**config.mk**
```make
export PLATFORM = sky130hd
export DESIGN_NAME = mcyc_stall_ctrl
export DESIGN_NICKNAME = d
export VERILOG_FILES = /design/src/rtl/mcyc_stall_ctrl_pkg.sv /design/src/rtl/mcyc_stall_ctrl.sv
export SDC_FILE = /design/constraint.sdc
export NUM_CORES = 1
export LEC_CHECK = 0
export CAP_MARGIN = 20
export CORE_ASPECT_RATIO = 1.5
export CORE_MARGIN = 2
export CORE_UTILIZATION = 43
export CTS_CLUSTER_SIZE = 10
export DETAILED_ROUTE_END_ITERATION = 7
export PLACE_DENSITY = 0.85
export SYNTH_ARGS = -nofsm -noshare
export SYNTH_HDL_FRONTEND = slang
export SYNTH_SLANG_ARGS = --single-unit
```
**constraint.sdc**
```tcl
create_clock -name clk -period 2.6 [get_ports clk]
set_clock_uncertainty 0.1 [all_clocks]
set_input_delay 0.26 -clock clk [delete_from_list [all_inputs] [get_ports clk]]
set_output_delay 0.26 -clock clk [all_outputs]
set_load 0.05 [all_outputs]
```
**src/rtl/mcyc_stall_ctrl_pkg.sv**
```systemverilog
// rtl/mcyc_stall_ctrl_pkg.sv - shared codes, states and stall patterns for the multi-cycle EX sequencer
package mcyc_stall_ctrl_pkg;

    localparam logic [1:0] MCYC_NONE = 2'b00;
    localparam logic [1:0] MCYC_MADD = 2'b01;
    localparam logic [1:0] MCYC_DIV  = 2'b10;

    typedef enum logic [1:0] {
        ST_IDLE     = 2'd0,
        ST_MADD2    = 2'd1,
        ST_DIV_BUSY = 2'd2,
        ST_DIV_DONE = 2'd3
    } mcyc_state_t;

    localparam int STALL_PC    = 0;
    localparam int STALL_IF_ID = 1;
    localparam int STALL_ID_EX = 2;
    localparam int STALL_EX_MEM = 3;

    // EX stall freezes everything up to and including the EX/MEM register.
    localparam logic [5:0] STALL_ID = (6'b1 << STALL_PC) | (6'b1 << STALL_IF_ID) |
                                      (6'b1 << STALL_ID_EX);
    localparam logic [5:0] STALL_EX = STALL_ID | (6'b1 << STALL_EX_MEM);

    localparam int DIV_TIMEOUT_DEF = 40;

endpackage

```
**src/rtl/mcyc_stall_ctrl.sv**
```systemverilog
// rtl/mcyc_stall_ctrl.sv - madd/msub and divider sequencer with per-stage stall generation
module mcyc_stall_ctrl
    import mcyc_stall_ctrl_pkg::*;
#(
    parameter int DIV_TIMEOUT = DIV_TIMEOUT_DEF,
    parameter int CNT_W       = 6
) (
    input  logic        clk,
    input  logic        rst,
    input  logic [1:0]  ex_mcyc_req_i,
    input  logic [63:0] ex_hilo_temp_i,
    input  logic        div_ready_i,
    input  logic [63:0] div_result_i,
    input  logic        stallreq_id_i,
    input  logic        flush_i,
    output logic [5:0]  stall_o,
    output logic [1:0]  cnt_o,
    output logic [63:0] hilo_temp_o,
    output logic        div_start_o,
    output logic        div_annul_o,
    output logic [63:0] div_result_o,
    output logic        div_valid_o,
    output logic        div_err_o
);

    localparam logic [CNT_W-1:0] CNT_LAST = CNT_W'(DIV_TIMEOUT - 1);
    localparam logic [CNT_W-1:0] CNT_ONE  = CNT_W'(1);

    mcyc_state_t      state;
    logic [CNT_W-1:0] div_cnt;
    logic             ex_stall;

    always_comb begin
        ex_stall = 1'b0;
        case (state)
            ST_IDLE:     ex_stall = (ex_mcyc_req_i == MCYC_MADD) || (ex_mcyc_req_i == MCYC_DIV);
            ST_DIV_BUSY: ex_stall = 1'b1;
            default:     ex_stall = 1'b0;
        endcase

        stall_o = 6'b0;
        if (!rst || flush_i) begin
            stall_o = 6'b0;
        end else if (ex_stall) begin
            stall_o = STALL_EX;
        end else if (stallreq_id_i) begin
            stall_o = STALL_ID;
        end
    end

    always_ff @(posedge clk or negedge rst) begin
        if (!rst) begin
            state        <= ST_IDLE;
            div_cnt      <= '0;
            cnt_o        <= 2'b00;
            hilo_temp_o  <= 64'd0;
            div_result_o <= 64'd0;
            div_start_o  <= 1'b0;
            div_annul_o  <= 1'b0;
            div_valid_o  <= 1'b0;
            div_err_o    <= 1'b0;
        end else begin
            div_annul_o <= 1'b0;
            if (flush_i) begin
                // Only a running divider needs to be told to abort.
                div_annul_o <= (state == ST_DIV_BUSY);
                state       <= ST_IDLE;
                div_cnt     <= '0;
                cnt_o       <= 2'b00;
                div_start_o <= 1'b0;
                div_valid_o <= 1'b0;
                div_err_o   <= 1'b0;
            end else begin
                case (state)
                    ST_IDLE: begin
                        if (ex_mcyc_req_i == MCYC_MADD) begin
                            hilo_temp_o <= ex_hilo_temp_i;
                            cnt_o       <= 2'b01;
                            state       <= ST_MADD2;
                        end else if (ex_mcyc_req_i == MCYC_DIV) begin
                            div_start_o <= 1'b1;
                            div_cnt     <= '0;
                            state       <= ST_DIV_BUSY;
                        end
                    end
                    ST_MADD2: begin
                        cnt_o <= 2'b00;
                        state <= ST_IDLE;
                    end
                    ST_DIV_BUSY: begin
                        if (div_cnt != CNT_LAST) begin
                            div_cnt <= div_cnt + CNT_ONE;
                        end
                        if (div_ready_i) begin
                            div_result_o <= div_result_i;
                            div_valid_o  <= 1'b1;
                            div_start_o  <= 1'b0;
                            state        <= ST_DIV_DONE;
                        end else if (div_cnt == CNT_LAST) begin
                            div_result_o <= 64'd0;
                            div_valid_o  <= 1'b1;
                            div_err_o    <= 1'b1;
                            div_start_o  <= 1'b0;
                            div_annul_o  <= 1'b1;
                            state        <= ST_DIV_DONE;
                        end
                    end
                    ST_DIV_DONE: begin
                        div_valid_o <= 1'b0;
                        div_err_o   <= 1'b0;
                        state       <= ST_IDLE;
                    end
                    default: state <= ST_IDLE;
                endcase
            end
        end
    end

endmodule

```
After elaboration in Yosys (flattened, before gate mapping) --
Index checks and enable logic that the tools add are counted.
Storage, ports and cells: register bits 142, input port bits 135, output and inout bits 140, word-level logic and storage cells 80
Cells by class: add/sub/neg operators 1, equal/unequal tests 15, multiplexer cells 37, bitwise operators 1, reductions and logical operators 17
Operators with widths (number):
- $mux W64 | 2
- $mux W6 | 4
- $mux W1 | 14
- $mux W2 | 7
- $ne A3 B3 Y1 const B | 4
- $pmux W6 S2 | 1
- $reduce_and A3 Y1 | 3
- $reduce_bool A3 Y1 | 3
- $mux W4 | 2
- $pmux W1 S2 | 4
- $reduce_and A4 Y1 | 2
- $add A6 B1 Y6 const B | 1
- $eq A2 B2 Y1 const B | 3
- $eq A6 B6 Y1 const B | 1
- $ne A3 B2 Y1 const B | 2
- $ne A6 B6 Y1 const B | 1
- $pmux W2 S3 | 1
- $reduce_and A2 Y1 | 3
- $eq A2 B1 Y1 const B | 2
- $ne A4 B3 Y1 const B | 1
- $ne A4 B4 Y1 const B | 1
- $pmux W2 S2 | 1
- $mux W3 | 1
- $logic_not A2 Y1 | 1
- other kinds (5) | 6

Longest topological paths before layout --
Gate-level depths: netlist (run 1).
word-level depth 5, mapped depth 6, mapped depth without buffers 6

Worst setup path before layout (run 1) --
OpenSTA, ideal clock, no wires.
path kind input to output, start point in ex_mcyc_req_i[0], end point out stall_o[3], arrival 3.064 ns, data required time 2.240 ns, setup slack -0.824 ns, stages on the path 3, path buffers 0, cell sequence inv_1 ha_1 a2111oi_0
On the way: word-level cells in the longest chain between the ends 5, elaborated cells on any way between the ends 6, classes of those cells eq/ne: 2; mux: 3; reduce/logical: 1
Ends and longest elaborated chain:
- from (decl) | line mcyc_stall_ctrl.sv:10 | input logic [1:0] ex_mcyc_req_i,
- $eq A2 B1 Y1 or $eq A2 B2 Y1 (tied branches) | line mcyc_stall_ctrl.sv:36 | ST_IDLE: ex_stall = (ex_mcyc_req_i == MCYC_MADD) || (ex_mcyc_req_i == MCYC_DIV);
- $logic_or A1 B1 Y1 * | line mcyc_stall_ctrl.sv:36
- $pmux W1 S2 * | line mcyc_stall_ctrl.sv:35 | case (state)
- $mux W4 * | line mcyc_stall_ctrl.sv:44 | end else if (ex_stall) begin
- $mux W4 * | line mcyc_stall_ctrl.sv:42 | if (!rst || flush_i) begin
- to (decl) | line mcyc_stall_ctrl.sv:16 | output logic [5:0] stall_o,
Mark *: on every way between the ends. The rest lies on a longest branch, timed or not.

Worst setup path in the final report (run 1) --
start point reg div_cnt[0], end point reg div_result_o[17]
On the way: word-level cells in the longest chain between the ends 3
Ends and longest elaborated chain:
- from (decl) | line mcyc_stall_ctrl.sv:30 | logic [CNT_W-1:0] div_cnt;
- from (signal assigned) | line mcyc_stall_ctrl.sv:92 | div_cnt <= div_cnt + CNT_ONE;
- $eq A6 B6 Y1 | line mcyc_stall_ctrl.sv:99 | end else if (div_cnt == CNT_LAST) begin
- $reduce_bool A2 Y1 (no line)
- $reduce_and A3 Y1 (no line)
- to (signal assigned) | line mcyc_stall_ctrl.sv:95 | div_result_o <= div_result_i;
- to (decl) | line mcyc_stall_ctrl.sv:21 | output logic [63:0] div_result_o,
Every way passes these cells. A chain may end at the register's enable or synchronous reset.

==> results of run 1 <==
[cell type report]
type                    instances  area (um2)
inverters                       8       30.03
flip-flops and latches        141        3528
clock inverters                14       126.4
fillers                       850        3566
well taps                     156       195.2
clock buffers                  18       439.2
multi-input cells             186        1695
repair buffers                281        2869
[path summary, 6_finish.rpt]
path / startpoint / to / slack (ns) / cells past startpoint
min in group asynchronous: rst / div_result_o[61]$_DFFE_PN0P_ / 0.53 / 3
setup / recovery: div_cnt[0]$_DFFE_PN0P_ / div_result_o[17]$_DFFE_PN0P_ / 0.26 / 6
max in group asynchronous: rst / hilo_temp_o[50]$_DFFE_PN0P_ / 1.35 / 3
hold reg to reg: hilo_temp_o[54]$_DFFE_PN0P_ / hilo_temp_o[54]$_DFFE_PN0P_ / 0.39 / 1
setup reg to reg: div_cnt[0]$_DFFE_PN0P_ / div_result_o[17]$_DFFE_PN0P_ / 0.26 / 6
hold / removal: div_result_i[62] / div_result_o[62]$_DFFE_PN0P_ / 0.35 / 2
[where the power goes]
| part | switching (mW) | internal (mW) | total [mW] |
|---|---|---|---|
| sequential | 0.316 | 2.74 | 3.06 |
| combinational | 2.53 | 1.49 | 4.02 |
| clock | 1.00 | 1.29 | 2.29 |
[cell usage after synthesis (2+ instances only)]
cell        n  area [um2]
o21ai_0     8       40.04
buf_2       8       40.04
a21oi_1     8       40.04
nor3_4      2       32.53
ha_1        3       37.54
a211oi_1    2       15.01
nand3_1     3       15.01
nor3_1      4       20.02
mux2_2     59       664.4
nor2_1      5       18.77
and3_1      2       12.51
a22o_1     65       569.3
buf_4       6       45.04
nand2_1     3       11.26
buf_6      12       135.1
mux2_1      5       56.30
inv_1       7       26.28
dfrtp_1   141        3528
[worst register-to-register path: stages (launching register included)]
cell,delay [ns]
dfrtp_1,0.41
ha_1,0.24
nand2_1,0.15
nor4b_4,0.09
o21ai_4,0.63
buf_4,0.45
a22o_1,0.21
[registers in the layout, summed over array words and instances (netlist names)]
register      flops
state             2
div_annul_o       1
div_start_o       1
div_cnt           6
div_valid_o       1
div_result_o     64
cnt_o             1
div_err_o         1
hilo_temp_o      64
[per-stage QoR]
stage | power, mW | util, %
2_1_floorplan | 5.543 | -
3_3_place_gp | 7.027 | 66.73
3_5_place_dp | 7.113 | 66.73
4_1_cts | 9.455 | 71.36
5_1_grt | 9.728 | 71.36
6_report | 9.366 | 71.36
[per-layer routing]
layer / share of wire, % / track usage (%)
met1: 36 / 25.00
met2: 53 / 39.49
met3: 7.9 / 6.462
met4: 3.6 / 10.45
met5: 0.085 / 0
[placed cells by master, fill, tap and decap left out, types with 6 or more instances in the layout]
master | netlist | routed
dfrtp_1 | 141 | 141
clkdlybuf4s50_1 | 0 | 266
inv_1 | 7 | 7
a21oi_1 | 8 | 8
a22o_1 | 65 | 65
clkbuf_16 | 0 | 17
o21ai_0 | 8 | 8
buf_4 | 6 | 6
mux2_2 | 59 | 59
buf_12 | 0 | 7
[logic make-up after synthesis]
| group | after synthesis | synth area share [%] |
|---|---|---|
| compound gates | 90 | 13.44 |
| mux | 64 | 13.21 |
| buf+inv | 34 | 4.588 |
| fa+ha+maj | 3 | 0.6883 |
| xor+xnor | 1 | 0.1606 |
| other cells | 1 | 0.06876 |
| flops | 141 | 64.69 |
| simple gates | 25 | 3.143 |
==> out/metrics.cfg, run 1 <==
[run_status]
status=complete, no violations

[drt]
antenna_left=0
vias_per_cell=5.152
vias=4142
wl_mm=15.37
routedWlPerCell_um=19.12
drt_iter0_drc=167
drc_errors=0
dr.pass1.iters=4

[yosys]
syn_area_um2=5454
synthArstFlopShare_pct=100.0
seq_area_frac_synth_pct=64.69
synth_seq_cells=141
avgSynthCellArea_um2=15.19
synth_edf_count=0
syn_inst=359
synth_ff_type=dfrtp_1
yosysWarningCount=0
ys_types=34

[floorplan]
die_w_um=95.96
ios=275
num_rows=50
core_area_um2=12450
die_y_um=141.9
die_area_um2=13620
start_util_pct=43.81

[global_routing]
antenna_found_initial=1
grt_pass1_wl_mm=23.45
track_usage_pct=22.63
grt_max_degree=142
grt_pass1_vias=4465
overflow=0

[sta]
worst_pin_slew_ns=0.7915
slew_viol_final=0
worst_slack_ns=0.2603
fin_setup_tns_ns=0
hold_viol=0
holdWs_ns=0.3514
finalCritPeriodShare_pct=89.99
min_period_ns=2.340
setup-violations-final=0
slew_headroom_pct=47.03
fmax_ghz=0.4274
rsz0062_at_grt=false

[clock_network]
htreeDepth=4
insertion_delay_ns=0.41
post_cts_resized=0
cts_tree=done
numClockSinks=141
ctsLongestPathBuffers=2
postCtsHoldBufs=1
clock-root-buffer=clkbuf_16
path_clk_slew_ns=0.07
post_cts_buffers=0
cts_made_buffers=17

[worst_setup_path]
arrival_ns=2.58
cp_top_family=compound AO/OA/AOI/OAI gates
path_buf_inv=1
slowest_stage=o21ai_4
startpoint_type=flip-flop
end_kind=flip-flop
setup.worst_path.class=reg2reg
max_stage_delay_ns=0.63
required_ns=2.84
timing.critical_path.fanout_max=30
worstPathCellList=ha_1 > nand2_1 > nor4b_4 > o21ai_4 > buf_4 > a22o_1

[placement]
dp_cells=771
dp_hpwl_mm=10.92
io_buffers=271
dpl_cell_area_um2=8308
gp_congestion=0.8269
place_ws_ns=0.2807

[final_layout]
fin_cells=804
design_area_um2=8884
antennaDiodeCount=0
area_growth_pct=62.88
drive_gt1_share_pct=17.90
final_nets=773

[power]
p_leak_nw=3.839
ir_drop_mv=0.6033
p_per_area_nw_per_um2=1054

[hold_path]
worstHoldPathType=in2reg

[job]
cap_viol_max_count=0

(Power assumes the default switching activity.)
==> run 2: changes to the inputs <==
- ABC_CLOCK_PERIOD_IN_PS: not set -> 2600
==> results of run 2 <==
Final layout, timing and power as in run 1 (identical DEF).
==> run 3: changes to the inputs <==
- ABC_CLOCK_PERIOD_IN_PS: 2600 -> 1950
- CORE_UTILIZATION: 43 -> 36
- MAX_ROUTING_LAYER: not set -> met4
- PLACE_DENSITY: 0.85 -> 0.76
- clock period: 2.6 -> 1.95 ns (I/O delays scaled with it)
==> out/metrics.cfg, run 3 (synthesis gave the netlist of run 1 again) <==
[worst_setup_path]
startpoint_type=input port
worstReg2RegStart=div_cnt[0]$_DFFE_PN0P_
critPathCapture=stall_o[3]
crit_path_start=ex_mcyc_req_i[1]
setup.worst_path.class=in2out
max_stage_delay_ns=0.44  ; -0.19 ns
timing.critical_path.fanout_max=2  ; -93%
worstPathCellList=clkdlybuf4s50_1 > ha_1 > a2111oi_2 > buf_4 > buf_12
rr_worst_depth=6  ; unchanged
r2r-end=div_result_o[31]$_DFFE_PN0P_
end_kind=output pin
arrival_ns=1.63  ; -0.95 ns
r2r_setup_slack_ns=0.15  ; -0.11 ns
required_ns=1.65  ; -1.19 ns
slowest_stage=clkdlybuf4s50_1

[sta]
slew_headroom_pct=47.84  ; +0.80 points
fin_setup_tns_ns=0  ; unchanged
hold_viol=0  ; unchanged
setup-violations-final=0  ; unchanged
worst_pin_slew_ns=0.7824  ; -0.009037 ns
min_period_ns=1.929
finalCritPeriodShare_pct=98.95
slew_viol_final=0  ; unchanged
fmax_ghz=0.5183

[global_routing]
overflow=0  ; unchanged
track_usage_pct=20.20  ; -2.4 points
antenna_found_initial=0  ; -1
grt_pass1_wl_mm=24.83  ; +5.9%
grt_pass1_vias=4614  ; +3.3%
grt_max_degree=142  ; unchanged

[final_layout]
final_nets=785  ; +1.6%
top_regs=div_result_o (64), hilo_temp_o (64), div_cnt (6)
final_common_cell=clkdlybuf4s50_1
antennaDiodeCount=0  ; unchanged
mostFrequentLayoutCells=clkdlybuf4s50_1 (261), dfrtp_1 (139), a22o_1 (65)
finalCoreUtilization_pct=61.09  ; -10 points
area_growth_pct=67.26
drive_gt1_share_pct=20.00  ; +2.1 points

[clock_network]
ctsLongestPathBuffers=2  ; unchanged
cts_tree=done
path_clk_slew_ns=0.06  ; about the same
cts_made_buffers=17  ; unchanged
htreeDepth=4  ; unchanged
post_cts_buffers=0  ; unchanged
insertion_delay_ns=0.40  ; about the same
clock-root-buffer=clkbuf_16
numClockSinks=141  ; unchanged

[drt]
vias_per_cell=4.913  ; -4.6%
drt_iter0_drc=190  ; +14%
antenna_left=0  ; unchanged
wl_mm=15.70  ; +2.1%
dr.pass1.iters=4  ; unchanged
routedWlPerCell_um=18.28  ; -4.4%
vias=4220  ; +1.9%
drc_errors=0  ; unchanged

[power]
seq_power_share_pct=32.1  ; -0.6 points
p_sw_share_pct=40.34  ; -0.77 points
p_comb_share_pct=42.5  ; -0.4 points
p_per_area_nw_per_um2=1392  ; +32%
internal_power_mw=7.577  ; +37%
ir_drop_mv=0.7721  ; +28%
p_total_mw=12.70  ; +36%
p_leak_nw=3.956  ; +3.1%
power_switching_mw=5.122  ; +33%
power.share.clock_pct=25.4  ; +1.0 points

[floorplan]
num_rows=55  ; +10%
die_y_um=154.7  ; +9.0%
die_w_um=104.5  ; +8.9%
core_area_um2=14930  ; +20%
ios=275  ; unchanged
start_util_pct=36.52  ; -7.3 points
die_area_um2=16170  ; +19%

[hold_path]
holdPathStages=2  ; unchanged
worstHoldPathType=in2reg

[placement]
dp_hpwl_mm=11.46  ; +4.9%
gp_congestion=0.8450  ; +2.2%
io_buffers=271  ; unchanged

[run_status]
status=complete, no violations

[job]
cap_viol_max_count=0  ; unchanged

run 3: cell types whose count changed in the layout (fill, tap and decap cells not counted), sizes merged:
cell,previous run,this run
buf,14,27
clkdlybuf4s50,266,261
dlymetal6s2s,0,3
bufinv,0,2
clkinv,4,2
clkinvlp,2,4
inv,16,14
dlygate4sd2,0,1
run 3: what timing repair did:
item / in CTS / in global routing
endpoints found under the hold margin: 141 / 0
pin swaps: 0 / 1
resized for setup: 3 / 6
hold buffers: 1 / 0
endpoints found under the setup margin: 4 / 11
run 3: metrics by stage:
| stage | setup WS [ns] | hold slack, ns | instances | cell area (um2) |
|---|---|---|---|---|
| 6_report | 0.02051 | 0.2865 | 859 | 9123 |
| 2_1_floorplan | -0.007986 | -0.2006 | 361 | 5479 |
| 3_3_place_gp | -0.08546 | 0.3033 | 826 | 8506 |
| 3_5_place_dp | -0.1271 | 0.3230 | 826 | 8506 |
| 5_1_grt | -0.01466 | 0.2783 | 859 | 9123 |
| 4_1_cts | 0.01008 | 0.2714 | 859 | 9107 |
run 3: cell type report:
class,count,area (um2)
tap,199,249.0
inverter,8,30.03
multi-input combinational,186,1708
clock buffer,18,429.2
clock inverter,14,158.9
timing repair buffer,293,3017
sequential,141,3531
fill,1172,5811
run 3: routing by layer:
metal | up-vias | GRT usage [%] | share of wire [%]
met3 | 30 | 4.678 | 5.3
met4 | 0 | 8.366 | 3.0
met5 | - | - | 0
met2 | 190 | 35.48 | 55
met1 | 2101 | 21.90 | 37
li1 | 1899 | - | -
run 3: how the worst min path moves through the flow:
stage                  startpoint                           to  slack, ns
4_1_cts        ex_hilo_temp_i[22]  hilo_temp_o[22]$_DFFE_PN0P_       0.27
3_3_place_gp                  rst       div_cnt[4]$_DFFE_PN0P_       0.30
6_report       ex_hilo_temp_i[22]  hilo_temp_o[22]$_DFFE_PN0P_       0.29
2_1_floorplan                 rst         cnt_o[0]$_DFFE_PN0P_      -0.20
5_1_grt           div_result_i[0]  div_result_o[0]$_DFFE_PN0P_       0.28
3_5_place_dp                  rst       div_cnt[0]$_DFFE_PN0P_       0.32
run 3: critical path, delay by kind of cell:
| kind | cells | cell delay, ns |
|---|---|---|
| buffers and inverters | 3 | 0.73 |
| AOI/OAI and AO/OA | 1 | 0.36 |
| adders and majority gates | 1 | 0.34 |
run 3: power groups by stage:
stage | Sequential (mW) | Combinational (mW) | Clock, mW
after floorplan | 6.63 | 0.766 | 0
after global placement | 4.09 | 5.35 | 0
after detailed placement | 4.12 | 5.41 | 0
after CTS | 4.08 | 5.44 | 3.31
after global routing | 4.17 | 5.57 | 3.44
final | 4.08 | 5.39 | 3.23
